File: config.mk
export PLATFORM = sky130hd
export DESIGN_NAME = aes_round_sequencer_flat
export DESIGN_NICKNAME = d
export VERILOG_FILES = /design/src/rtl/aes_round_sequencer_if.sv /design/src/rtl/aes_round_sequencer.sv /design/src/flat_wrapper.sv
export SDC_FILE = /design/constraint.sdc
export NUM_CORES = 1
export LEC_CHECK = 0
export ABC_AREA = 1
export CELL_PAD_IN_SITES_DETAIL_PLACEMENT = 1
export CELL_PAD_IN_SITES_GLOBAL_PLACEMENT = 2
export CORE_MARGIN = 2
export CORE_UTILIZATION = 35
export CTS_CLUSTER_DIAMETER = 50
export CTS_CLUSTER_SIZE = 28
export DETAILED_ROUTE_END_ITERATION = 7
export DONT_BUFFER_PORTS = 1
export MAX_ROUTING_LAYER = met4
export PLACE_DENSITY_LB_ADDON = 0.1
export SLEW_MARGIN = 10
export SYNTH_ARGS = -nofsm -noshare
export SYNTH_HDL_FRONTEND = slang
export SYNTH_SLANG_ARGS = --single-unit
File: constraint.sdc
create_clock -name clk -period 1.6 [get_ports clk]
set_input_delay 0.08 -clock clk [delete_from_list [all_inputs] [get_ports clk]]
set_output_delay 0.08 -clock clk [all_outputs]
set_load 0.02 [all_outputs]
File: src/rtl/aes_round_sequencer_if.sv
// Handshake and control bundle between the AES round sequencer and its environment:
// the packet input, the key store, the datapath stage enables and the packet output.
interface aes_round_sequencer_if;
  logic       in_valid;
  logic [3:0] in_header;
  logic       in_ready;
  logic       key_req;
  logic       key_valid;
  logic [3:0] round_idx;
  logic       sub_en;
  logic       shift_en;
  logic       mix_en;
  logic       ark_en;
  logic       out_valid;
  logic [3:0] out_header;
  logic       out_ready;
  logic       busy;

  modport master (
    input  in_valid, in_header, key_valid, out_ready,
    output in_ready, key_req, round_idx, sub_en, shift_en, mix_en, ark_en,
           out_valid, out_header, busy
  );

  modport slave (
    output in_valid, in_header, key_valid, out_ready,
    input  in_ready, key_req, round_idx, sub_en, shift_en, mix_en, ark_en,
           out_valid, out_header, busy
  );
endinterface

File: src/rtl/aes_round_sequencer.sv
// AES round sequencer: walks one packet through the initial key addition and
// NUM_ROUNDS cipher rounds, fetching each round key before firing its stage enables.
module aes_round_sequencer #(
  parameter int NUM_ROUNDS = 10
) (
  input  logic                  clk,
  input  logic                  rst,
  aes_round_sequencer_if.master bus
);

  typedef enum logic [1:0] {
    IDLE  = 2'd0,
    FETCH = 2'd1,
    EXEC  = 2'd2,
    DONE  = 2'd3
  } state_t;

  localparam logic [3:0] LAST_ROUND = 4'(NUM_ROUNDS);

  state_t     state_r;
  state_t     state_next_s;
  logic [3:0] round_r;
  logic [3:0] round_next_s;
  logic [3:0] hdr_r;
  logic [3:0] hdr_next_s;

  logic       in_ready_r,   in_ready_s;
  logic       key_req_r,    key_req_s;
  logic [3:0] round_idx_r,  round_idx_s;
  logic       sub_en_r,     sub_en_s;
  logic       shift_en_r,   shift_en_s;
  logic       mix_en_r,     mix_en_s;
  logic       ark_en_r,     ark_en_s;
  logic       out_valid_r,  out_valid_s;
  logic [3:0] out_header_r, out_header_s;
  logic       busy_r,       busy_s;

  // State, round counter and header registers
  always_ff @(posedge clk or posedge rst) begin
    if (rst) begin
      state_r <= IDLE;
      round_r <= 4'd0;
      hdr_r   <= 4'd0;
    end else begin
      state_r <= state_next_s;
      round_r <= round_next_s;
      hdr_r   <= hdr_next_s;
    end
  end

  // Next-state logic; empty packets are handshaken in IDLE but never leave it
  always_comb begin
    state_next_s = state_r;
    round_next_s = round_r;
    hdr_next_s   = hdr_r;
    case (state_r)
      IDLE: begin
        if (bus.in_valid && (bus.in_header != 4'd0)) begin
          state_next_s = FETCH;
          round_next_s = 4'd0;
          hdr_next_s   = bus.in_header;
        end else begin
          state_next_s = IDLE;
        end
      end
      FETCH: begin
        if (bus.key_valid) begin
          state_next_s = EXEC;
        end else begin
          state_next_s = FETCH;
        end
      end
      EXEC: begin
        if (round_r < LAST_ROUND) begin
          state_next_s = FETCH;
          round_next_s = round_r + 4'd1;
        end else begin
          state_next_s = DONE;
        end
      end
      DONE: begin
        if (bus.out_ready) begin
          state_next_s = IDLE;
        end else begin
          state_next_s = DONE;
        end
      end
      default: begin
        state_next_s = IDLE;
        round_next_s = 4'd0;
      end
    endcase
  end

  // Output decode from the upcoming state so the registered outputs line up with it
  always_comb begin
    in_ready_s   = 1'b0;
    key_req_s    = 1'b0;
    round_idx_s  = round_next_s;
    sub_en_s     = 1'b0;
    shift_en_s   = 1'b0;
    mix_en_s     = 1'b0;
    ark_en_s     = 1'b0;
    out_valid_s  = 1'b0;
    out_header_s = out_header_r;
    busy_s       = 1'b1;
    case (state_next_s)
      IDLE: begin
        in_ready_s = 1'b1;
        busy_s     = 1'b0;
      end
      FETCH: begin
        key_req_s = 1'b1;
      end
      EXEC: begin
        ark_en_s = 1'b1;
        // Round 0 is key addition only; the final round skips MixColumns
        if (round_next_s != 4'd0) begin
          sub_en_s   = 1'b1;
          shift_en_s = 1'b1;
          if (round_next_s != LAST_ROUND) begin
            mix_en_s = 1'b1;
          end else begin
            mix_en_s = 1'b0;
          end
        end else begin
          sub_en_s   = 1'b0;
          shift_en_s = 1'b0;
          mix_en_s   = 1'b0;
        end
      end
      DONE: begin
        out_valid_s  = 1'b1;
        out_header_s = hdr_next_s;
      end
      default: begin
        in_ready_s = 1'b1;
        busy_s     = 1'b0;
      end
    endcase
  end

  // Output registers
  always_ff @(posedge clk or posedge rst) begin
    if (rst) begin
      in_ready_r   <= 1'b1;
      key_req_r    <= 1'b0;
      round_idx_r  <= 4'd0;
      sub_en_r     <= 1'b0;
      shift_en_r   <= 1'b0;
      mix_en_r     <= 1'b0;
      ark_en_r     <= 1'b0;
      out_valid_r  <= 1'b0;
      out_header_r <= 4'd0;
      busy_r       <= 1'b0;
    end else begin
      in_ready_r   <= in_ready_s;
      key_req_r    <= key_req_s;
      round_idx_r  <= round_idx_s;
      sub_en_r     <= sub_en_s;
      shift_en_r   <= shift_en_s;
      mix_en_r     <= mix_en_s;
      ark_en_r     <= ark_en_s;
      out_valid_r  <= out_valid_s;
      out_header_r <= out_header_s;
      busy_r       <= busy_s;
    end
  end

  assign bus.in_ready   = in_ready_r;
  assign bus.key_req    = key_req_r;
  assign bus.round_idx  = round_idx_r;
  assign bus.sub_en     = sub_en_r;
  assign bus.shift_en   = shift_en_r;
  assign bus.mix_en     = mix_en_r;
  assign bus.ark_en     = ark_en_r;
  assign bus.out_valid  = out_valid_r;
  assign bus.out_header = out_header_r;
  assign bus.busy       = busy_r;

endmodule
File: src/flat_wrapper.sv
// flat-port wrapper written by rule: the top's interface ports become plain ports
module aes_round_sequencer_flat 
#(
  parameter int NUM_ROUNDS = 10
)
  (clk, rst, bus_in_valid, bus_in_header, bus_key_valid, bus_out_ready, bus_in_ready, bus_key_req, bus_round_idx, bus_sub_en, bus_shift_en, bus_mix_en, bus_ark_en, bus_out_valid, bus_out_header, bus_busy);
  aes_round_sequencer_if bus_i ();
  input  logic clk;
  input  logic rst;
  input wire logic [$bits(bus_i.in_valid)-1:0] bus_in_valid;
  input wire logic [$bits(bus_i.in_header)-1:0] bus_in_header;
  input wire logic [$bits(bus_i.key_valid)-1:0] bus_key_valid;
  input wire logic [$bits(bus_i.out_ready)-1:0] bus_out_ready;
  output wire logic [$bits(bus_i.in_ready)-1:0] bus_in_ready;
  output wire logic [$bits(bus_i.key_req)-1:0] bus_key_req;
  output wire logic [$bits(bus_i.round_idx)-1:0] bus_round_idx;
  output wire logic [$bits(bus_i.sub_en)-1:0] bus_sub_en;
  output wire logic [$bits(bus_i.shift_en)-1:0] bus_shift_en;
  output wire logic [$bits(bus_i.mix_en)-1:0] bus_mix_en;
  output wire logic [$bits(bus_i.ark_en)-1:0] bus_ark_en;
  output wire logic [$bits(bus_i.out_valid)-1:0] bus_out_valid;
  output wire logic [$bits(bus_i.out_header)-1:0] bus_out_header;
  output wire logic [$bits(bus_i.busy)-1:0] bus_busy;
  assign bus_i.in_valid = bus_in_valid;
  assign bus_i.in_header = bus_in_header;
  assign bus_i.key_valid = bus_key_valid;
  assign bus_i.out_ready = bus_out_ready;
  assign bus_in_ready = bus_i.in_ready;
  assign bus_key_req = bus_i.key_req;
  assign bus_round_idx = bus_i.round_idx;
  assign bus_sub_en = bus_i.sub_en;
  assign bus_shift_en = bus_i.shift_en;
  assign bus_mix_en = bus_i.mix_en;
  assign bus_ark_en = bus_i.ark_en;
  assign bus_out_valid = bus_i.out_valid;
  assign bus_out_header = bus_i.out_header;
  assign bus_busy = bus_i.busy;
  aes_round_sequencer #(.NUM_ROUNDS(NUM_ROUNDS)) u_core (.clk(clk), .rst(rst), .bus(bus_i));
endmodule
==> summary.md <==
| Metric | Value |
|---|---|
| Wire per inst | `between 10 and 15 um` |
| Yosys top cell by area | `dfrtp_1` |
| Pwr per Cell Area | `1795 mW/mm^2` |
| Final hold vios | `0` |
| Outcome | `completed` |
| Mapped Area | `968.4 um^2` |
| Initial antenna violation count | `0` |
| Setup TNS | `0 ns` |
| Worst reg2reg setup slack | `roughly 0.17 ns` |
| Total grt overflow | `0` |
| Starting density of the core | `0.3605` |
| #FFs+latches synth | `21` |
| Clk sink count | `21` |
| Post-Synthesis Cells | `105` |
| Setup Viol. Count Final | `0` |
| I/O pins | `25` |
| Die ar. | `0.003204 mm^2` |
| Antenna Violating Nets Remaining | `0` |
| Place WS | `0.1592 ns` |
| Period minus WS final | `1.433 ns` |
| Setup ws final | `0.1671 ns` |
| Worst r2r src | `u_core.round_r[1]` |
| Vias/cell | `between 4 and 5` |
| Post-synthesis sequential area ratio | `0.5439` |
| TritonCTS buffer count | `3` |
| Largest net degree at the start of global routing | `22` |
| Hold depth | `2` |
| Post-cts sizing count | `0` |
| Clock Tree Root | `clkbuf_4` |
| Fillers | `314` |
| Synth Net Count | `around 120` |
| Hold_sp | `bus_in_valid` |
| Max-slew headroom | `0.7631` |
| P_leak | `between 0.0005 and 0.0006 uW` |
| DPL Wire Length | `1611 um` |
| Share of cells above drive strength 1 | `0.2689` |
| Clock Path Buffers | `2` |
| Crit path kind | `flip-flop to flip-flop` |
| H-tree Lvls | `1` |
| Syn Area/Cell | `9.223 um^2` |
| Most common cell after layout, fill and taps aside | `nand2_1` |
| Row count | `19` |
| Final wirelength | `roughly 2000 um` |
| Slew @ Worst Pin | `0.3555 ns` |
| WP data required | `1.80 ns` |
| First-pass GRT wire length | `3588 um` |
| Placed insts | `between 100 and 150` |
| Core Area | `0.002686 mm^2` |
| Ant. Diodes | `0` |
| Latest clock arrival within the worst-skew pair | `0.30 ns` |
| Final std cells w/o fill | `150` |
| Share of the core filled with cells | `0.4183` |
| Most frequent cells in the layout | `nand2_1, dfrtp_1, inv_1` |
| WHS Endpoint | `u_core.bus.key_req` |
| Clk slew on worst S/H paths | `approximately 0.11 ns` |
| R2R depth | `9` |
| CTS tree | `yes` |
| DR iter-0 viols | `11` |
| Hold Crit Class | `primary input to flip-flop` |
| Remaining DRCs | `0` |
| Fmax | `about 700 MHz` |
| MaxCap Viol Count | `0` |
| Slew Viols, Final | `0` |
| Synth unique cells | `20` |
| Worst Skew | `0.002957 ns` |
| Leading post-synthesis cells by cell area | `dfrtp_1, nand2_1, nand2_2` |
| Critical Path, Cell by Cell | `buf_4 > o21ai_4 > nand2_4 > inv_2 > nand2_1 > nand2_2 > nand3_1 > nor2_1 > nor2_2` |
| Via count | `roughly 740` |
| Worst-path fanout max | `5` |
| Post-route cell area | `0.001124 mm^2` |
| Port-buffer cells | `0` |
| Vias in the first global route | `between 800 and 900` |
| Drt first pass iters | `3` |
| CP endpoint kind | `flip-flop` |
| Chip width | `56.60 um` |
| Crit path launch | `u_core.round_r[1]` |
| Die height | `roughly 57 um` |
| Peak VDD IR | `0.8166 mV` |
| Worst path max stage delay | `0.40 ns` |
| Slowest CP cell | `dfrtp_1` |
| Startpoint types | `flip-flop` |
| Worst reg2reg endpoint | `u_core.bus.mix_en` |
| Synth top area share | `0.5168` |
| Gr usage total | `0.1533` |
| Ys Warns | `0` |
| Unrepaired setup endpoints after global routing | `no` |
| Final period utilization | `0.8956` |
| Final Wtd Congestion | `approximately 0.76` |
| Area Growth Syn to Fin | `16.02%` |
| NumNets Final | `130` |
| DP Area | `~0.0010 mm^2` |
| Worst Path Arrival | `1.64 ns` |
## critical path: cells and delay by family, from the launching register on
| kind | cells | cell delay [ns] |
|---|---|---|
| simple gates | 6 | 0.51 |
| buf+inv | 2 | 0.25 |
| compound gates | 1 | 0.18 |
| flops | 1 | 0.40 |
## how the worst max path moves through the flow
stage                        end  slack, ns  cells after the start
4_1_cts        u_core.bus.mix_en       0.14                      9
3_3_place_gp   u_core.bus.mix_en       0.19                      9
3_5_place_dp   u_core.bus.mix_en       0.16                      9
5_1_grt        u_core.bus.mix_en       0.06                      9
6_report       u_core.bus.mix_en       0.17                      9
2_1_floorplan  u_core.bus.sub_en       0.18                     10
## logic make-up (layout without fill, tap and decap cells)
| logic type | after synthesis | in the layout | synth area share |
|---|---|---|---|
| adder cells (fa/ha/maj) | 1 | 1 | 0.01292 |
| AND/OR/NAND/NOR | 59 | 59 | 0.3178 |
| flip-flops | 21 | 21 | 0.5439 |
| buffers and inverters | 17 | 31 | 0.06977 |
| AO/OA/AOI/OAI | 7 | 7 | 0.05555 |
## state kept, by name, summed over array words and instances, names as in the netlist
name / cells
u_core.bus.mix_en: 1
u_core.bus.key_req: 1
u_core.round_r: 4
u_core.bus.out_valid: 1
u_core.bus.in_ready: 1
u_core.bus.sub_en: 1
u_core.bus.out_header: 4
u_core.bus.busy: 1
u_core.state_r: 2
u_core.bus.ark_en: 1
u_core.hdr_r: 4
## metal layers
metal  share of wire  routed length (um)  track usage  up-vias
met4           0.019                  38      0.07483        0
met5               0                   0            -        -
met2            0.53                1075       0.2575       15
li1                -                   -            -      357
met3           0.049                  99      0.04147        4
met1            0.40                 821       0.1664      360
## final cells by class
| class | count | area (um^2) | area share |
|---|---|---|---|
| Inverter | 16 | 60.06 | 0.05345 |
| Tap cell | 31 | 38.79 | 0.03452 |
| Timing Repair Buffer | 11 | 97.59 | 0.08686 |
| Sequential cell | 21 | 526.8 | 0.4688 |
| Multi-Input combinational cell | 67 | 374.1 | 0.3330 |
| Clock buffer | 4 | 26.28 | 0.02339 |
## repair_timing
| item | 4_1_cts | 5_1_grt |
|---|---|---|
| buffers inserted | 0 | 0 |
| endpoints found under the hold margin | 30 | 0 |
| hold buffers | 6 | 0 |
## Yosys cell counts (all sizes together)
master	instances
dfrtp	20
o21ai	1
a21oi	1
nand4	1
nand3	12
nor3	1
ha	1
a31oi	4
nand2	32
nor2	13
buf	1
dfstp	1
inv	16
o21bai	1
## metrics by stage
step                      hold slack (ns)  power, uW
after floorplan                   0.05579       1592
after global routing             0.005474       2204
after global placement            0.02084       1768
after CTS                        0.008918       2059
after detailed placement          0.02395       1791
final                            0.007680       2017
## report_power, final
part           total (uW)  switching, uW  internal (uW)
registers            1040            287            755
logic                 721            464            257
clock network         253            156           97.1
total                2020            908           1110
No activity file was read; power rests on OpenSTA's default activity.
